File: src/rtl/muldiv_unit_if.sv
// rtl/muldiv_unit_if.sv - request/write-back bundle between register file and muldiv_unit
//   master (register-file side) drives : Start, Op, OperandA, OperandB, DestReg
//   slave  (muldiv_unit side)   drives : Busy, WriteData, RD, RegWrite, DivByZero
interface muldiv_unit_if #(
   parameter int WIDTH = 16,
   parameter int ADDR  = 3
) ();
   logic             Start;
   logic [1:0]       Op;
   logic [WIDTH-1:0] OperandA;
   logic [WIDTH-1:0] OperandB;
   logic [ADDR-1:0]  DestReg;
   logic             Busy;
   logic [WIDTH-1:0] WriteData;
   logic [ADDR-1:0]  RD;
   logic             RegWrite;
   logic             DivByZero;

   modport master (
      output Start, Op, OperandA, OperandB, DestReg,
      input  Busy, WriteData, RD, RegWrite, DivByZero
   );

   modport slave (
      input  Start, Op, OperandA, OperandB, DestReg,
      output Busy, WriteData, RD, RegWrite, DivByZero
   );
endinterface

File: src/rtl/muldiv_unit.sv
// rtl/muldiv_unit.sv - multi-cycle unsigned 16-bit multiply/divide with register-file write-back
//   Clock   : single clock, posedge
//   Reset_n : asynchronous active-low reset
//   bus     : muldiv_unit_if.slave (Start/Op/OperandA/OperandB/DestReg in,
//             Busy/WriteData/RD/RegWrite/DivByZero out)
//   MULDIV_DIV_EN : when defined, the divider datapath is compiled in; otherwise
//                   DIV/REM ops complete with WriteData=0 and DivByZero=0.
module muldiv_unit #(
   parameter int WIDTH = 16,
   parameter int ADDR  = 3
) (
   input  logic         Clock,
   input  logic         Reset_n,
   muldiv_unit_if.slave bus
);
   localparam int CW = $clog2(WIDTH + 1);

   typedef enum logic [1:0] {IDLE, RUN, WRITE} state_t;

   state_t           state_q, state_d;
   logic [CW-1:0]    cnt_q, cnt_d;
   logic [1:0]       op_q, op_d;
   logic [ADDR-1:0]  dest_q, dest_d;
   // opnd: fixed operand (multiplicand for MUL, divisor for DIV)
   logic [WIDTH-1:0] opnd_q, opnd_d;
   // sh: shifting register (multiplier -> product low half, dividend -> quotient)
   logic [WIDTH-1:0] sh_q, sh_d;
   // acc: product high half for MUL, partial remainder for DIV
   logic [WIDTH:0]   acc_q, acc_d;
   logic             dz_q, dz_d;
   logic             busy_q, busy_d;
   logic             reg_write_q, reg_write_d;
   logic             div_by_zero_q, div_by_zero_d;
   logic [WIDTH-1:0] write_data_q, write_data_d;
   logic [ADDR-1:0]  rd_q, rd_d;

   logic [WIDTH:0]   mul_sum;
`ifdef MULDIV_DIV_EN
   logic [WIDTH:0]   div_shift;
   logic [WIDTH+1:0] div_diff;
`endif

   always_comb begin
      state_d       = state_q;
      cnt_d         = cnt_q;
      op_d          = op_q;
      dest_d        = dest_q;
      opnd_d        = opnd_q;
      sh_d          = sh_q;
      acc_d         = acc_q;
      dz_d          = dz_q;
      busy_d        = busy_q;
      reg_write_d   = 1'b0;
      div_by_zero_d = 1'b0;
      write_data_d  = write_data_q;
      rd_d          = rd_q;
      mul_sum       = acc_q + (sh_q[0] ? {1'b0, opnd_q} : '0);
`ifdef MULDIV_DIV_EN
      div_shift     = {acc_q[WIDTH-1:0], sh_q[WIDTH-1]};
      div_diff      = {1'b0, div_shift} - {2'b00, opnd_q};
`endif

      case (state_q)
         IDLE: begin
            if (bus.Start) begin
               state_d = RUN;
               busy_d  = 1'b1;
               cnt_d   = CW'(WIDTH);
               op_d    = bus.Op;
               dest_d  = bus.DestReg;
               acc_d   = '0;
               if (!bus.Op[1]) begin
                  opnd_d = bus.OperandA;
                  sh_d   = bus.OperandB;
               end else begin
                  opnd_d = bus.OperandB;
                  sh_d   = bus.OperandA;
               end
`ifdef MULDIV_DIV_EN
               dz_d = bus.Op[1] && (bus.OperandB == '0);
`else
               dz_d = 1'b0;
`endif
            end
         end

         RUN: begin
            cnt_d = cnt_q - CW'(1);
            if (!op_q[1]) begin
               // Shift-add: {acc, sh} shifts right one place per step.
               acc_d = {1'b0, mul_sum[WIDTH:1]};
               sh_d  = {mul_sum[0], sh_q[WIDTH-1:1]};
            end else begin
`ifdef MULDIV_DIV_EN
               // Restoring division; a zero divisor naturally yields an
               // all-ones quotient and the dividend as remainder.
               if (!div_diff[WIDTH+1]) begin
                  acc_d = div_diff[WIDTH:0];
                  sh_d  = {sh_q[WIDTH-2:0], 1'b1};
               end else begin
                  acc_d = div_shift;
                  sh_d  = {sh_q[WIDTH-2:0], 1'b0};
               end
`endif
            end

            if (cnt_q == CW'(1)) begin
               state_d       = WRITE;
               reg_write_d   = 1'b1;
               rd_d          = dest_q;
               div_by_zero_d = dz_q;
               // Result taken from the final-iteration values.
               case (op_q)
                  2'b00:   write_data_d = sh_d;
                  2'b01:   write_data_d = acc_d[WIDTH-1:0];
`ifdef MULDIV_DIV_EN
                  2'b10:   write_data_d = sh_d;
                  default: write_data_d = acc_d[WIDTH-1:0];
`else
                  default: write_data_d = '0;
`endif
               endcase
            end
         end

         WRITE: begin
            state_d = IDLE;
            busy_d  = 1'b0;
         end

         default: begin
            state_d = IDLE;
            busy_d  = 1'b0;
         end
      endcase
   end

   always_ff @(posedge Clock or negedge Reset_n) begin
      if (!Reset_n) begin
         state_q       <= IDLE;
         cnt_q         <= '0;
         op_q          <= '0;
         dest_q        <= '0;
         opnd_q        <= '0;
         sh_q          <= '0;
         acc_q         <= '0;
         dz_q          <= 1'b0;
         busy_q        <= 1'b0;
         reg_write_q   <= 1'b0;
         div_by_zero_q <= 1'b0;
         write_data_q  <= '0;
         rd_q          <= '0;
      end else begin
         state_q       <= state_d;
         cnt_q         <= cnt_d;
         op_q          <= op_d;
         dest_q        <= dest_d;
         opnd_q        <= opnd_d;
         sh_q          <= sh_d;
         acc_q         <= acc_d;
         dz_q          <= dz_d;
         busy_q        <= busy_d;
         reg_write_q   <= reg_write_d;
         div_by_zero_q <= div_by_zero_d;
         write_data_q  <= write_data_d;
         rd_q          <= rd_d;
      end
   end

   assign bus.Busy      = busy_q;
   assign bus.RegWrite  = reg_write_q;
   assign bus.DivByZero = div_by_zero_q;
   assign bus.WriteData = write_data_q;
   assign bus.RD        = rd_q;
endmodule
File: src/flat_wrapper.sv
// flat-port wrapper written by rule: the top's interface ports become plain ports
module muldiv_unit_flat 
#(
   parameter int WIDTH = 16,
   parameter int ADDR  = 3
)
  (Clock, Reset_n, bus_Start, bus_Op, bus_OperandA, bus_OperandB, bus_DestReg, bus_Busy, bus_WriteData, bus_RD, bus_RegWrite, bus_DivByZero);
  muldiv_unit_if #(.WIDTH(WIDTH), .ADDR(ADDR)) bus_i ();
  input  logic Clock;
  input  logic Reset_n;
  input wire logic [$bits(bus_i.Start)-1:0] bus_Start;
  input wire logic [$bits(bus_i.Op)-1:0] bus_Op;
  input wire logic [$bits(bus_i.OperandA)-1:0] bus_OperandA;
  input wire logic [$bits(bus_i.OperandB)-1:0] bus_OperandB;
  input wire logic [$bits(bus_i.DestReg)-1:0] bus_DestReg;
  output wire logic [$bits(bus_i.Busy)-1:0] bus_Busy;
  output wire logic [$bits(bus_i.WriteData)-1:0] bus_WriteData;
  output wire logic [$bits(bus_i.RD)-1:0] bus_RD;
  output wire logic [$bits(bus_i.RegWrite)-1:0] bus_RegWrite;
  output wire logic [$bits(bus_i.DivByZero)-1:0] bus_DivByZero;
  assign bus_i.Start = bus_Start;
  assign bus_i.Op = bus_Op;
  assign bus_i.OperandA = bus_OperandA;
  assign bus_i.OperandB = bus_OperandB;
  assign bus_i.DestReg = bus_DestReg;
  assign bus_Busy = bus_i.Busy;
  assign bus_WriteData = bus_i.WriteData;
  assign bus_RD = bus_i.RD;
  assign bus_RegWrite = bus_i.RegWrite;
  assign bus_DivByZero = bus_i.DivByZero;
  muldiv_unit #(.WIDTH(WIDTH), .ADDR(ADDR)) u_core (.Clock(Clock), .Reset_n(Reset_n), .bus(bus_i));
endmodule
File: config.mk
export PLATFORM = sky130hd
export DESIGN_NAME = muldiv_unit_flat
export DESIGN_NICKNAME = d
export VERILOG_FILES = /design/src/rtl/muldiv_unit_if.sv /design/src/rtl/muldiv_unit.sv /design/src/flat_wrapper.sv
export SDC_FILE = /design/constraint.sdc
export NUM_CORES = 1
export LEC_CHECK = 0
export CAP_MARGIN = 30
export CORE_ASPECT_RATIO = 2
export CORE_MARGIN = 5
export CORE_UTILIZATION = 42
export DETAILED_ROUTE_END_ITERATION = 10
export GPL_TIMING_DRIVEN = 0
export PLACE_DENSITY = 0.66
export SETUP_SLACK_MARGIN = 0.4
export SLEW_MARGIN = 20
export SYNTH_ARGS = -nofsm -noshare
export SYNTH_HDL_FRONTEND = slang
export SYNTH_SLANG_ARGS = --single-unit
File: constraint.sdc
create_clock -name Clock -period 2.3 [get_ports Clock]
set_clock_uncertainty 0.1 [all_clocks]
set_input_delay 0.23 -clock Clock [delete_from_list [all_inputs] [get_ports Clock]]
set_output_delay 0.23 -clock Clock [all_outputs]
set_load 0.03 [all_outputs]
* Word-level counts from Yosys, hierarchy flattened *
Index checks and enable logic that the tools add are counted.

word-level totals
  register bits after elaboration = 82
  bits of input ports = 40
  logic and storage cells = 49

cells by class
  add/subtract/negate cells = 2
  equality and inequality tests = 6
  multiplexer cells = 19
  bitwise logic cells = 1
  reduce and logical (&&, ||, !) cells = 9

operator list
  cell                   number
  $mux W16               5
  $pmux W16 S2           2
  $mux W17               2
  $pmux W17 S2           1
  $add A17 B17 Y17       1
  $pmux W5 S2            1
  $reduce_and A2 Y1      5
  $eq A5 B1 Y1 const B   1
  $mux W5                1
  $sub A5 B1 Y5 const B  1
  $eq A2 B1 Y1 const B   2
  $logic_not A2 Y1       2
  $mux W2                2
  $ne A2 B2 Y1 const B   2
  $pmux W2 S2            1
  $mux W1                3
  $reduce_and A3 Y1      1
  $ne A2 B1 Y1 const B   1
  $pmux W1 S2            1
  $reduce_bool A2 Y1     1
  $not A1 Y1             1

* Longest topological paths before layout *
Gate-level depths: netlist of the first run.

  word-level depth = 4
  gate-level depth with buffers = 10

* Worst setup path after synthesis of the first run *
Ideal clock, no wire load.

  path type = flip-flop to flip-flop
  start point = register u_core.sh_q[0]
  end point = register u_core.write_data_q[8], in the netlist u_core.bus.WriteData[8]
  arrival = 2253 ps
  setup slack = -179 ps
  cell stages (with the launch flop) = 11
  path buffers = 1
  cells stage by stage = dfrtp_1 clkbuf_1 nand2_1 inv_1 ha_1 a211o_1 a211oi_2 nor2_1 a31oi_2 xnor2_1 a221o_1

on the way
  word-level cells in the longest chain between the ends = 4

ends and longest elaborated chain
  what                      line                source
  start: declaration        muldiv_unit.sv:27   logic [WIDTH-1:0] sh_q, sh_d;
  start signal: assignment  muldiv_unit.sv:145  sh_q <= '0;
  start signal: assignment  muldiv_unit.sv:159  sh_q <= sh_d;
  $mux W16                  muldiv_unit.sv:57   mul_sum = acc_q + (sh_q[0] ? {1'b0, opnd_q} : '0);
  $add A17 B17 Y17          muldiv_unit.sv:57
  $mux W17                  muldiv_unit.sv:89   if (!op_q[1]) begin
  $pmux W16 S2              muldiv_unit.sv:113  case (op_q)
  end signal: assignment    muldiv_unit.sv:165  write_data_q <= write_data_d;
  end: declaration          muldiv_unit.sv:34   logic [WIDTH-1:0] write_data_q, write_data_d;

No other way between the ends. The select of a mux whose other input is x is not followed.
A chain may end at the register's enable or synchronous reset.

* Final worst setup path of the first run *
  start point = register u_core.sh_q[0]
  end point = register u_core.write_data_q[14], in the netlist u_core.bus.WriteData[14]

The elaborated chain is that of the path after synthesis.

==> impl_metrics.json, run 1 <==
{
  "status": "finished with violations",
  "violations": "negative setup slack",
  "cts_tree": "built",
  "crit_type": "register to register",
  "cts.sinks": 81,
  "syn_nets": 531,
  "drive_above_1_share": 0.218,
  "critPathMaxStageDelay_ns": 0.48,
  "fin_util": 0.587,
  "path_delay_family": "compound AO/OA/AOI/OAI gates",
  "hold_class": "input port to async pin",
  "ant_nets": 0,
  "gp_congestion": 0.879,
  "timing.final.crit_share": 1.13,
  "fin_nets": 624,
  "peakVddDrop_mv": 0.669,
  "synth_top_cell_by_area": "dfrtp_1",
  "synth-main-ff-cell": "dfrtp_1",
  "numPortBuffers": 59,
  "maxCapViolations": 0,
  "worstPathCellList": "and2_4 -> ha_4 -> buf_4 -> a211o_1 -> a211oi_4 -> o31ai_4 -> a31oi_2 -> xnor2_1 -> a221o_1",
  "via_per_inst": 5.56,
  "grt_pass1_vias": 4220,
  "vias": 3930,
  "clk_pin_slew_worst_paths_ns": 0.06,
  "grt_usage": 0.202,
  "area_delta_synth_final_pct": 37.1,
  "fin_cells": 707,
  "crit_path_end_kind": "register",
  "start_util": 0.428,
  "drt-pass1-iter-count": 4,
  "worstPathRequired_ns": 2.42,
  "rsz0062_at_grt": "yes",
  "dieArea_mm2": 0.0130,
  "synthTopCellsByArea": "dfrtp_1 (45%), nand2_1 (5.6%), mux2i_1 (5.5%)",
  "slowest_stage": "dfrtp_2",
  "n_fill_cell": 885,
  "routed_wl_um": 13400,
  "rows": 53,
  "hold_viol_final": 0,
  "diodes": 0,
  "core_area_mm2": 0.0105,
  "maxSlewViolCount": 0,
  "synth_cell_type_count": 53,
  "clk_latency_ns": 0.34,
  "layout_setup_ws_ns": -0.305,
  "slew_headroom": 0.480,
  "yosysTopAreaCellShare": 0.449,
  "drt_iter0_drc": 123,
  "tightest_slew_ns": 0.780,
  "ys_seq_elements": 81,
  "grt_overflow_total": 0,
  "io_pins": 62,
  "drc": 0,
  "antenna_found_initial": 0,
  "synth-edff-count": 0,
  "leakagePower_nw": 2.79,
  "clock.fmax_ghz": 0.384,
  "worst-path-max-fanout": 7,
  "cts_buffers": 9,
  "synth_common_cells": "dfrtp_1 (81), nand2_1 (67), o21ai_0 (39)",
  "wire_per_inst_um": 18.9,
  "grt_pass1_wl_um": 20700,
  "syn_area_per_cell_um2": 9.56,
  "post-place-ws_ns": -0.423,
  "synth_cells": 472,
  "async_flop_share": 1.00,
  "cp.arrival_ns": 2.73,
  "powerDensity_mw_per_mm2": 1510,
  "die_w_um": 83.3,
  "setup_viol": 20,
  "numPlacedInstances": 669,
  "clock-root-buffer": "clkbuf_16",
  "startpoint_type": "register",
  "grt_max_degree": 55,
  "seq_area_frac_synth": 0.449,
  "clock_path_buffers": 2,
  "die_y_um": 157,
  "hpwl_um": 9840,
  "fin_crit_ns": 2.60,
  "synth_area_mm2": 0.00451,
  "yosys.cell_count.top_type": "dfrtp_1",
  "cp_num_buf_inv": 1,
  "yosys_warnings": 0,
  "htree_num_levels": 3
}
[layout by cell type (no fill, tap or decap), drive strengths merged, types with 3 or more instances in the layout]
cell type / instances
nand3: 3
xor2: 5
a21o: 9
inv: 12
nor2: 32
a221o: 4
mux2: 15
clkbuf: 35
nand2: 67
ha: 18
nand2b: 3
and2: 17
dfrtp: 81
o21ai: 42
clkdlybuf4s50: 58
a21oi: 31
o31ai: 3
mux2i: 25
a31oi: 5
a22o: 8
xnor2: 9
buf: 29
nor3: 3
o22ai: 17
o21a: 3
and3: 7
[kinds of logic (layout without fill, tap and decap cells)]
family | count (synthesis) | in the layout | synth area share
other | 1 | 1 | 0.000831
adders and majority gates | 19 | 19 | 0.0544
AOI/OAI and AO/OA | 136 | 136 | 0.192
buffers and inverters | 41 | 139 | 0.0435
xor gates and xnor gates | 14 | 14 | 0.0272
and+or+nand+nor | 140 | 140 | 0.139
DFF | 81 | 81 | 0.449
muxes | 40 | 40 | 0.0929
[path summary, 6_finish.rpt]
check	from	to	slack (ns)	cells after the start
max	u_core.sh_q[0]	u_core.bus.WriteData[14]	-0.30	9
min	Reset_n	u_core.sh_q[4]	0.26	2
max reg2reg	u_core.sh_q[0]	u_core.bus.WriteData[14]	-0.30	9
min reg2reg	u_core.dest_q[1]	u_core.bus.RD[1]	0.37	2
max in group asynchronous	Reset_n	u_core.dest_q[0]	1.24	3
min in group Clock	bus_DestReg[1]	u_core.dest_q[1]	0.33	3
[report_power, final]
part	total, mW	switching [mW]	leakage, nW	internal [mW]
Sequential	2.55	0.487	0.998	2.07
Combinational	5.37	2.96	1.65	2.42
Clock	1.42	0.548	0.144	0.868
Total	9.34	3.99	2.79	5.35
[layout make-up]
class                           count  area, um^2  share of cell area
Multi-Input combinational cell    350        2650               0.429
Sequential cell                    81        2030               0.328
Timing Repair Buffer               82         813               0.131
Clock buffer                       13         250              0.0405
Buffer                             28         178              0.0287
Tap cell                          137         171              0.0277
Inverter                           13        52.6             0.00850
Clock inverter                      3        40.0             0.00647
[through the flow]
| stage | TNS (ns) | hold slack (ns) | total power [mW] | instance area [um^2] |
|---|---|---|---|---|
| CTS | -4.37 | 0.273 | 8.74 | 5930 |
| detailed placement | -7.58 | 0.0811 | 6.92 | 5410 |
| global placement | -173.10 | 0.357 | 6.78 | 5380 |
| floorplan | -0.147 | -0.166 | 5.57 | 4620 |
| finish | -4.18 | 0.258 | 9.34 | 6180 |
| global route | -5.59 | 0.300 | 9.92 | 6180 |
[what timing repair did]
item	in CTS	in global routing
buffers inserted	12	8
resized for setup	34	47
cloned	1	0
hold buffers	1	0
setup endpoints to repair	46	47
endpoints found under the hold margin	27	0
pin swaps	22	26
[registers in the layout, summed over array words and instances (netlist names)]
name,flops
u_core.acc_q,16
u_core.bus.Busy,1
u_core.bus.RD,3
u_core.bus.RegWrite,1
u_core.bus.WriteData,16
u_core.cnt_q,5
u_core.dest_q,3
u_core.op_q,2
u_core.opnd_q,16
u_core.sh_q,16
u_core.state_q,2
[metal layers]
metal  vias up  part of all wire  track usage
met5         -                 0            0
met4         0             0.035        0.120
met3        37             0.037       0.0290
met2       100              0.56        0.381
met1      1942              0.37        0.209
li1       1851                 -            -
No activity file was read; power rests on OpenSTA's default activity.
==> inputs of run 2 (changes only) <==
- REMOVE_ABC_BUFFERS: default -> 1
==> run 2 against run 1 <==
Compared with the run above: the flow still finishes with violations (negative setup slack); sequential share of layout area fell by 0.71 points; sequential cell count did not move; maximum frequency rose by 0.56%; clock power barely moved; non-clock buffer count fell by 11; final cell count fell by 1.4%; count of clock-buffer cells in the layout fell by 2; critical path depth rose by 2; register-to-register slack barely moved; design area rose by 2.2%; critical path type unchanged; largest cell class unchanged; largest power group unchanged.
==> impl_metrics.json, run 2 (synthesis results as in run 1) <==
{
  "hpwl_um": 8450,
  "vias": 3972,
  "drive_above_1_share": 0.254,
  "slowest_stage": "dfrtp_2",
  "drt-pass1-iter-count": 4,
  "die_w_um": 83.3,
  "maxCapViolations": 0,
  "worstPathCellList": "buf_12 -> buf_6 -> and2_4 -> ha_4 -> a21o_4 -> a21oi_4 -> a21boi_4 -> a221o_1 -> buf_6 -> xnor2_4 -> o22ai_2",
  "final_area_mm2": 0.00632,
  "tightest_slew_ns": 0.717,
  "cts_tree": "built",
  "cts_buffers": 9,
  "htree_num_levels": 3,
  "powerDensity_mw_per_mm2": 1520,
  "crit_top_cell": "buf_6",
  "cts.sinks": 81,
  "status": "finished with violations",
  "diodes": 0,
  "clock.fmax_ghz": 0.386,
  "numPortBuffers": 60,
  "grt_pass1_wl_um": 20600,
  "final_cell_mix": "dfrtp_1 (80), nand2_1 (61), clkdlybuf4s50_1 (58)",
  "routed_wl_um": 13300,
  "layout_setup_ws_ns": -0.290,
  "cp-startpoint": "u_core.sh_q[0]",
  "core_area_mm2": 0.0105,
  "startpoint_type": "register",
  "grt_overflow_total": 0,
  "clock-root-buffer": "clkbuf_16",
  "maxSlewViolCount": 0,
  "worstPathRequired_ns": 2.41,
  "fin_crit_ns": 2.59,
  "die_y_um": 157,
  "slew_headroom": 0.522,
  "drt_iter0_drc": 247,
  "setup_viol": 20,
  "reg2reg_depth": 11,
  "worst-path-max-fanout": 6,
  "hold_class": "input port to async pin",
  "grt_pass1_vias": 4197,
  "critPathMaxStageDelay_ns": 0.43,
  "rr_endpoint": "u_core.bus.WriteData[11]",
  "grt_max_degree": 47,
  "finalPower_mw": 9.61,
  "violations": "negative setup slack",
  "hold_viol_final": 0,
  "dieArea_mm2": 0.0130,
  "clock_path_buffers": 2,
  "timing.final.crit_share": 1.13,
  "leakagePower_nw": 2.82,
  "io_pins": 62,
  "crit_type": "register to register",
  "clk_pin_slew_worst_paths_ns": 0.06,
  "cp.arrival_ns": 2.70,
  "clk_latency_ns": 0.34,
  "fin_nets": 614,
  "wire_per_inst_um": 19.1,
  "area_delta_synth_final_pct": 40.1,
  "hold_slack_ns": 0.305,
  "worstReg2RegStart": "u_core.sh_q[0]",
  "rows": 53,
  "grt_usage": 0.200,
  "final_common_cell": "dfrtp_1",
  "drc": 0,
  "antenna_found_initial": 0,
  "start_util": 0.428,
  "fin_util": 0.600,
  "crit_path_end_kind": "register",
  "via_per_inst": 5.70,
  "r2r_setup_slack_ns": -0.29,
  "cp-endpoint": "u_core.bus.WriteData[11]",
  "ant_nets": 0,
  "placed_cell_area_mm2": 0.00520,
  "gp_congestion": 0.898,
  "rsz0062_at_grt": "yes",
  "peakVddDrop_mv": 0.711,
  "finalSetupTns_ns": -3.47
}
-- run 2: critical path, delay by kind of cell (launching register included) --
| kind | cells | cell delay (ns) |
|---|---|---|
| AO/OA/AOI/OAI | 5 | 1.01 |
| flip-flops | 1 | 0.43 |
| buffers and inverters | 3 | 0.41 |
| adder cells (fa/ha/maj) | 1 | 0.23 |
| XOR/XNOR | 1 | 0.15 |
| AND/OR/NAND/NOR | 1 | 0.13 |
-- run 2: area by class of cell --
cell class / count / area (um^2)
sequential: 81 / 2030
timing repair buffer: 99 / 995
clock buffer: 11 / 243
clock inverter: 5 / 55.1
tap: 137 / 171
multi-input combinational: 351 / 2770
fill: 853 / 4220
inverter: 13 / 55.1
-- run 2: how the worst min path moves through the flow --
stage / to / slack, ns / start / cells past startpoint
2_1_floorplan: u_core.acc_q[0] / -0.17 / Reset_n / 0
3_3_place_gp: u_core.bus.RD[2] / 0.35 / u_core.dest_q[2] / 2
3_5_place_dp: u_core.opnd_q[5] / 0.13 / Reset_n / 1
4_1_cts: u_core.opnd_q[6] / 0.31 / Reset_n / 2
5_1_grt: u_core.dest_q[2] / 0.34 / bus_DestReg[2] / 3
6_report: u_core.opnd_q[5] / 0.31 / Reset_n / 2
-- run 2: metrics by stage --
step	setup WS [ns]	std cells
floorplan	-0.320	444
global placement	-2.02	641
detailed placement	-0.910	644
CTS	-0.241	684
global route	-0.352	697
finish	-0.290	697
-- run 2: per-layer routing --
layer,track usage,wire length (um)
met5,0,0
met4,0.110,553
met3,0.0374,564
met2,0.375,7450
met1,0.207,4710
-- run 2: report_power, final --
part	switching (mW)	internal (mW)	total, mW
logic	2.99	2.56	5.55
clock network	0.581	0.867	1.45
registers	0.546	2.06	2.61
total	4.12	5.49	9.61
-- run 2: timing repair --
item                                    in CTS  in global routing
gates resized for setup                     71                 39
endpoints found under the setup margin      53                 50
buffers inserted                            22                 13
pin swaps                                   25                 35
hold buffers                                 1                  0
endpoints found under the hold margin       35                  0
cloned                                       1                  0
==> inputs of run 3 (changes only) <==
- CORE_UTILIZATION: 42 -> 50
- PLACE_DENSITY: 0.66 -> 0.77
==> run 3 against run 2 <==
Compared with the run above: the flow still finishes with violations (negative setup slack); design area barely moved; via count is 10% higher; worst hold slack worse by 0.039 ns; first-iteration DRC count grew 140%; clock power grew 3%; largest power group unchanged; non-clock buffer count up 10; largest cell class unchanged; critical path type unchanged.
==> impl_metrics.json, run 3 (synthesis results as in run 1) <==
{
  "status": "finished with violations",
  "powerDensity_mw_per_mm2": 1590,
  "grt_pass1_vias": 4100,
  "crit_path_end_kind": "register",
  "highest_layer": "met4",
  "cts_buffers": 9,
  "clk_latency_ns": 0.35,
  "grt_usage": 0.240,
  "timing.final.crit_share": 1.16,
  "placed_cell_area_mm2": 0.00514,
  "diodes": 0,
  "maxCapViolations": 0,
  "via_per_inst": 6.52,
  "antenna_found_initial": 0,
  "dieArea_mm2": 0.0111,
  "cts_tree": "built",
  "drt_iter0_drc": 592,
  "hold_class": "input port to register",
  "numPortBuffers": 60,
  "internal_power_mw": 5.62,
  "startpoint_type": "register",
  "drt-pass1-iter-count": 6,
  "numPlacedInstances": 609,
  "n_fill_cell": 572,
  "area_delta_synth_final_pct": 40.1,
  "violations": "negative setup slack",
  "met3_length_um": 1190,
  "gp_congestion": 0.834,
  "cp_num_buf_inv": 1,
  "fin_cells": 672,
  "p_sw_mw": 4.46,
  "tightest_slew_ns": 0.738,
  "clk_pin_slew_worst_paths_ns": 0.07,
  "clock-root-buffer": "clkbuf_16",
  "worstPathRequired_ns": 2.44,
  "power_frac_comb": 0.590,
  "final_cell_mix": "dfrtp_1 (80), nand2_1 (62), clkdlybuf4s50_1 (58)",
  "setup_viol": 24,
  "peakVddDrop_mv": 1.07,
  "die_y_um": 144,
  "path_delay_family": "compound AO/OA/AOI/OAI gates",
  "core_area_mm2": 0.00889,
  "final_common_cell": "dfrtp_1",
  "finalSetupTns_ns": -4.49,
  "layout_setup_ws_ns": -0.374,
  "fin_crit_ns": 2.67,
  "drc": 0,
  "grt_pass1_wl_um": 20700,
  "hold_viol_final": 0,
  "ant_nets": 0,
  "worstPathCellList": "and2_4 -> ha_4 -> inv_2 -> fa_2 -> nor2b_4 -> o2111ai_4 -> a21boi_4 -> a221o_1 -> o21ai_2 -> o31ai_1",
  "wire_per_inst_um": 22.7,
  "swShare": 0.442,
  "crit_type": "register to register",
  "start_util": 0.508,
  "htree_num_levels": 3,
  "routed_wl_um": 15300,
  "rsz0062_at_grt": "yes",
  "clock_path_buffers": 2,
  "io_pins": 62,
  "hold_slack_ns": 0.266,
  "worst-path-max-fanout": 4,
  "clkPwrFrac": 0.148,
  "met1_length_um": 5000,
  "critPathMaxStageDelay_ns": 0.43,
  "fin_util": 0.711,
  "p_seq_frac": 0.263,
  "grt_max_degree": 48,
  "slowest_stage": "dfrtp_2",
  "hpwl_um": 8200,
  "vias": 4379,
  "final_area_mm2": 0.00632,
  "cts.sinks": 81,
  "die_w_um": 77.2,
  "hold_start": "bus_Op[1]",
  "maxSlewViolCount": 0,
  "cp.arrival_ns": 2.82,
  "rows": 49,
  "wl_met2_um": 7980,
  "cp-startpoint": "u_core.sh_q[0]",
  "clock.fmax_ghz": 0.374,
  "slew_headroom": 0.508,
  "drive_above_1_share": 0.268,
  "fin_nets": 624,
  "grt_overflow_total": 0,
  "worstReg2RegStart": "u_core.sh_q[0]",
  "leakagePower_nw": 2.85
}
## run 3: final cells by class
type | instances | area (um^2) | area share
clock inverters | 7 | 80.1 | 0.0127
multi-input cells | 351 | 2760 | 0.436
well taps | 102 | 128 | 0.0202
repair buffers | 109 | 1050 | 0.166
flip-flops and latches | 81 | 2030 | 0.321
inverters | 13 | 55.1 | 0.00871
clock buffers | 9 | 225 | 0.0356
## run 3: routing by layer
layer,vias to the layer above,global-route usage
met5,-,0
met4,0,0.178
met3,105,0.0337
met2,316,0.423
met1,2099,0.256
li1,1859,-
## run 3: what timing repair did
action / in CTS / in global routing
hold endpoints to repair: 46 / 0
pin swaps: 16 / 27
gates cloned: 1 / 0
resized for setup: 65 / 44
setup endpoints to repair: 53 / 43
hold buffers: 1 / 0
buffers inserted: 16 / 29
## run 3: power by group through the flow
stage	Combinational (mW)	Clock (mW)	Sequential [mW]
final	5.94	1.49	2.65
after global routing	6.28	1.55	2.70
after CTS	4.70	1.48	2.57
after detailed placement	3.92	0	2.57
after global placement	3.77	0	2.54
after floorplan	2.51	0	2.71
## run 3: through the flow
| step | total power, mW | setup WS (ns) |
|---|---|---|
| floorplan | 5.22 | -0.320 |
| global placement | 6.31 | -1.92 |
| detailed placement | 6.49 | -0.874 |
| CTS | 8.75 | -0.199 |
| global route | 10.5 | -0.470 |
| finish | 10.1 | -0.374 |
## run 3: path summary, 6_finish.rpt
path	endpoint	slack, ns	cells after the start
worst min register to register	u_core.bus.RD[2]	0.38	2
worst max-delay path	u_core.bus.WriteData[15]	-0.37	10
min in group asynchronous	u_core.opnd_q[4]	0.34	2
worst max register to register	u_core.bus.WriteData[15]	-0.37	10
worst min-delay path	u_core.opnd_q[12]	0.27	3
max in group asynchronous	u_core.opnd_q[9]	1.14	3
## run 3: worst reg2reg max path: cells and delay by family (launching register included)
kind	cells	cell delay, ns
AOI/OAI and AO/OA	5	1.09
adders and majority gates	2	0.53
DFF	1	0.43
and+or+nand+nor	2	0.38
buffers and inverters	1	0.04
==> patch (config.mk and constraints of run 2) <==
Add a define of `MULDIV_DIV_EN`.
--- a/src/rtl/muldiv_unit.sv
+++ b/src/rtl/muldiv_unit.sv
@@ -6,4 +6,6 @@
 //   MULDIV_DIV_EN : when defined, the divider datapath is compiled in; otherwise
 //                   DIV/REM ops complete with WriteData=0 and DivByZero=0.
+`define MULDIV_DIV_EN
+
 module muldiv_unit #(
    parameter int WIDTH = 16,
Formal check against the unedited RTL: no difference found for any inputs over 10 cycles, from zero or initial values and one cycle with Reset_n low; that may be too few to reach the edited logic, so the function may still have changed.
==> patch against run 2 <==
The flow still finishes with violations (negative setup slack); synthesized area grew 35%; sequential cell count increased by 3; setup slack got worse by 0.30 ns; utilization is 0.79 points higher; routed wire length is 73% higher; largest cell class unchanged; critical endpoint is now u_core.bus.WriteData[13]; fmax down 10%; sequential share of layout area decreased by 7.8 points; final area up 38%; non-clock buffer count rose by 36; synthesized cell count grew 50%.
Power is left out: the tool's default activity adds up to more than one toggle a clock period on the data nets, which glitch-free logic cannot reach.
==> patch: results <==
group,metric,value,unit
logic_synthesis,synth_compound_area_share,24.3,%
worst_hold_path,hold_depth,3,
critical_path,slowest_stage,"dfrtp_4",
layout,largest_register,"u_core.acc_q",
placed_design,gp_congestion,1.02,
logic_synthesis,synth-xor-area-share,2.58,%
logic_synthesis,synth_fa_ha_area_share,7.62,%
logic_synthesis,synth.distinct_cells,65,
grt,grt_pass1_vias,6493,
logic_synthesis,yosys-top-cells-count,"98 x nand2_1, 84 x dfrtp_1, 58 x mux2i_1",
grt,use_met1,30.6,%
clock_tree,clk_pin_slew_worst_paths,0.07,ns
placed_design,place_ws,-1.55,ns
drt,highest_layer,"met4",
clock_tree,cts_root_buf,"clkbuf_16",
clock_tree,cts_resized,144,
logic_synthesis,muxShareOfSynthArea,9.69,%
grt,grt.met3_usage,2.76,%
drt,dr_wl_met3,1100,um
drt,firstDrtPassIters,5,
logic_synthesis,synth_top_cells_by_area,"dfrtp_1 34%, mux2i_1 9.5%, ha_1 7.0%, nand2_1 6.0%, o21ai_0 4.3%",
drt,wl,22900,um
layout,nFillCells,1187,
drt,dr_wl_met2,12000,um
drt,route.vias.total,6357,
logic_synthesis,syn_avg_cell_area,8.64,sq um
logic_synthesis,async_flop_share,100,%
run_status,violations,"negative setup slack",
worst_hold_path,hold_start,"bus_Op[1]",
grt,grt_max_degree,67,
grt,met2_usage,45.6,%
placed_design,hpwl,15000,um
layout,n_antenna_cell,0,
timing,whs,0.251,ns
critical_path,cpPeakStageDelay,0.51,ns
critical_path,crit_path_end,"u_core.bus.WriteData[13]",
critical_path,startpoint,"u_core.sh_q[0]",
drt,drt_iter0_drc,470,
logic_synthesis,seq_area_frac_synth,34.4,%
drt,viasPerCell,6.26,
layout,fin_nets,894,
placed_design,dp_cells,924,
grt,gr-usage-all-layers,26.4,%
run_status,status,"finished, violations left",
placed_design,port_buffers,61,
drt,wl_met1,8330,um
grt,grt_pass1_wl,34900,um
timing,slew_headroom,52.5,%
critical_path,cp.arrival,3.06,ns
logic_synthesis,ys.flop_type,"dfrtp_1",
layout,drive_gt1_share,27.0,%
worst_hold_path,hp-class,"input pin to flop",
timing,final.setup.tns,-15.55,ns
timing,setup_viol,34,
timing,setup_ws,-0.592,ns
critical_path,cp_max_fo,6,
clock_tree,postCtsSetupBuffers,42,
logic_synthesis,yosysWarnings,0,
placed_design,place_area,6870,sq um
layout,layout.area.seq,2120,sq um
## patch: changes by cell type in the layout (fill, tap and decap cells not counted), sizes merged, moves of 10 or more
cell / before / now
buf: 40 / 75
mux2i: 25 / 58
nand2: 68 / 101
o221ai: 0 / 19
ha: 18 / 34
inv: 12 / 28
o22ai: 17 / 1
a211oi: 1 / 15
mux2: 15 / 1
nand3: 3 / 17
o21ai: 42 / 54
nor3: 3 / 13
## patch: logic make-up (layout without fill, tap and decap cells)
group / Yosys count / after routing
mux: 59 / 59
buf+inv: 66 / 178
fa+ha+maj: 36 / 36
xor+xnor: 18 / 18
compound gates: 220 / 220
simple gates: 224 / 228
flops: 84 / 84
## patch: area by class of cell
type	instances	area share [%]
inverter	27	1.21
timing repair buffer	135	14.7
multi-input combinational	561	53.3
tap	192	2.76
clock inverter	7	1.13
sequential	84	24.3
clock buffer	9	2.58
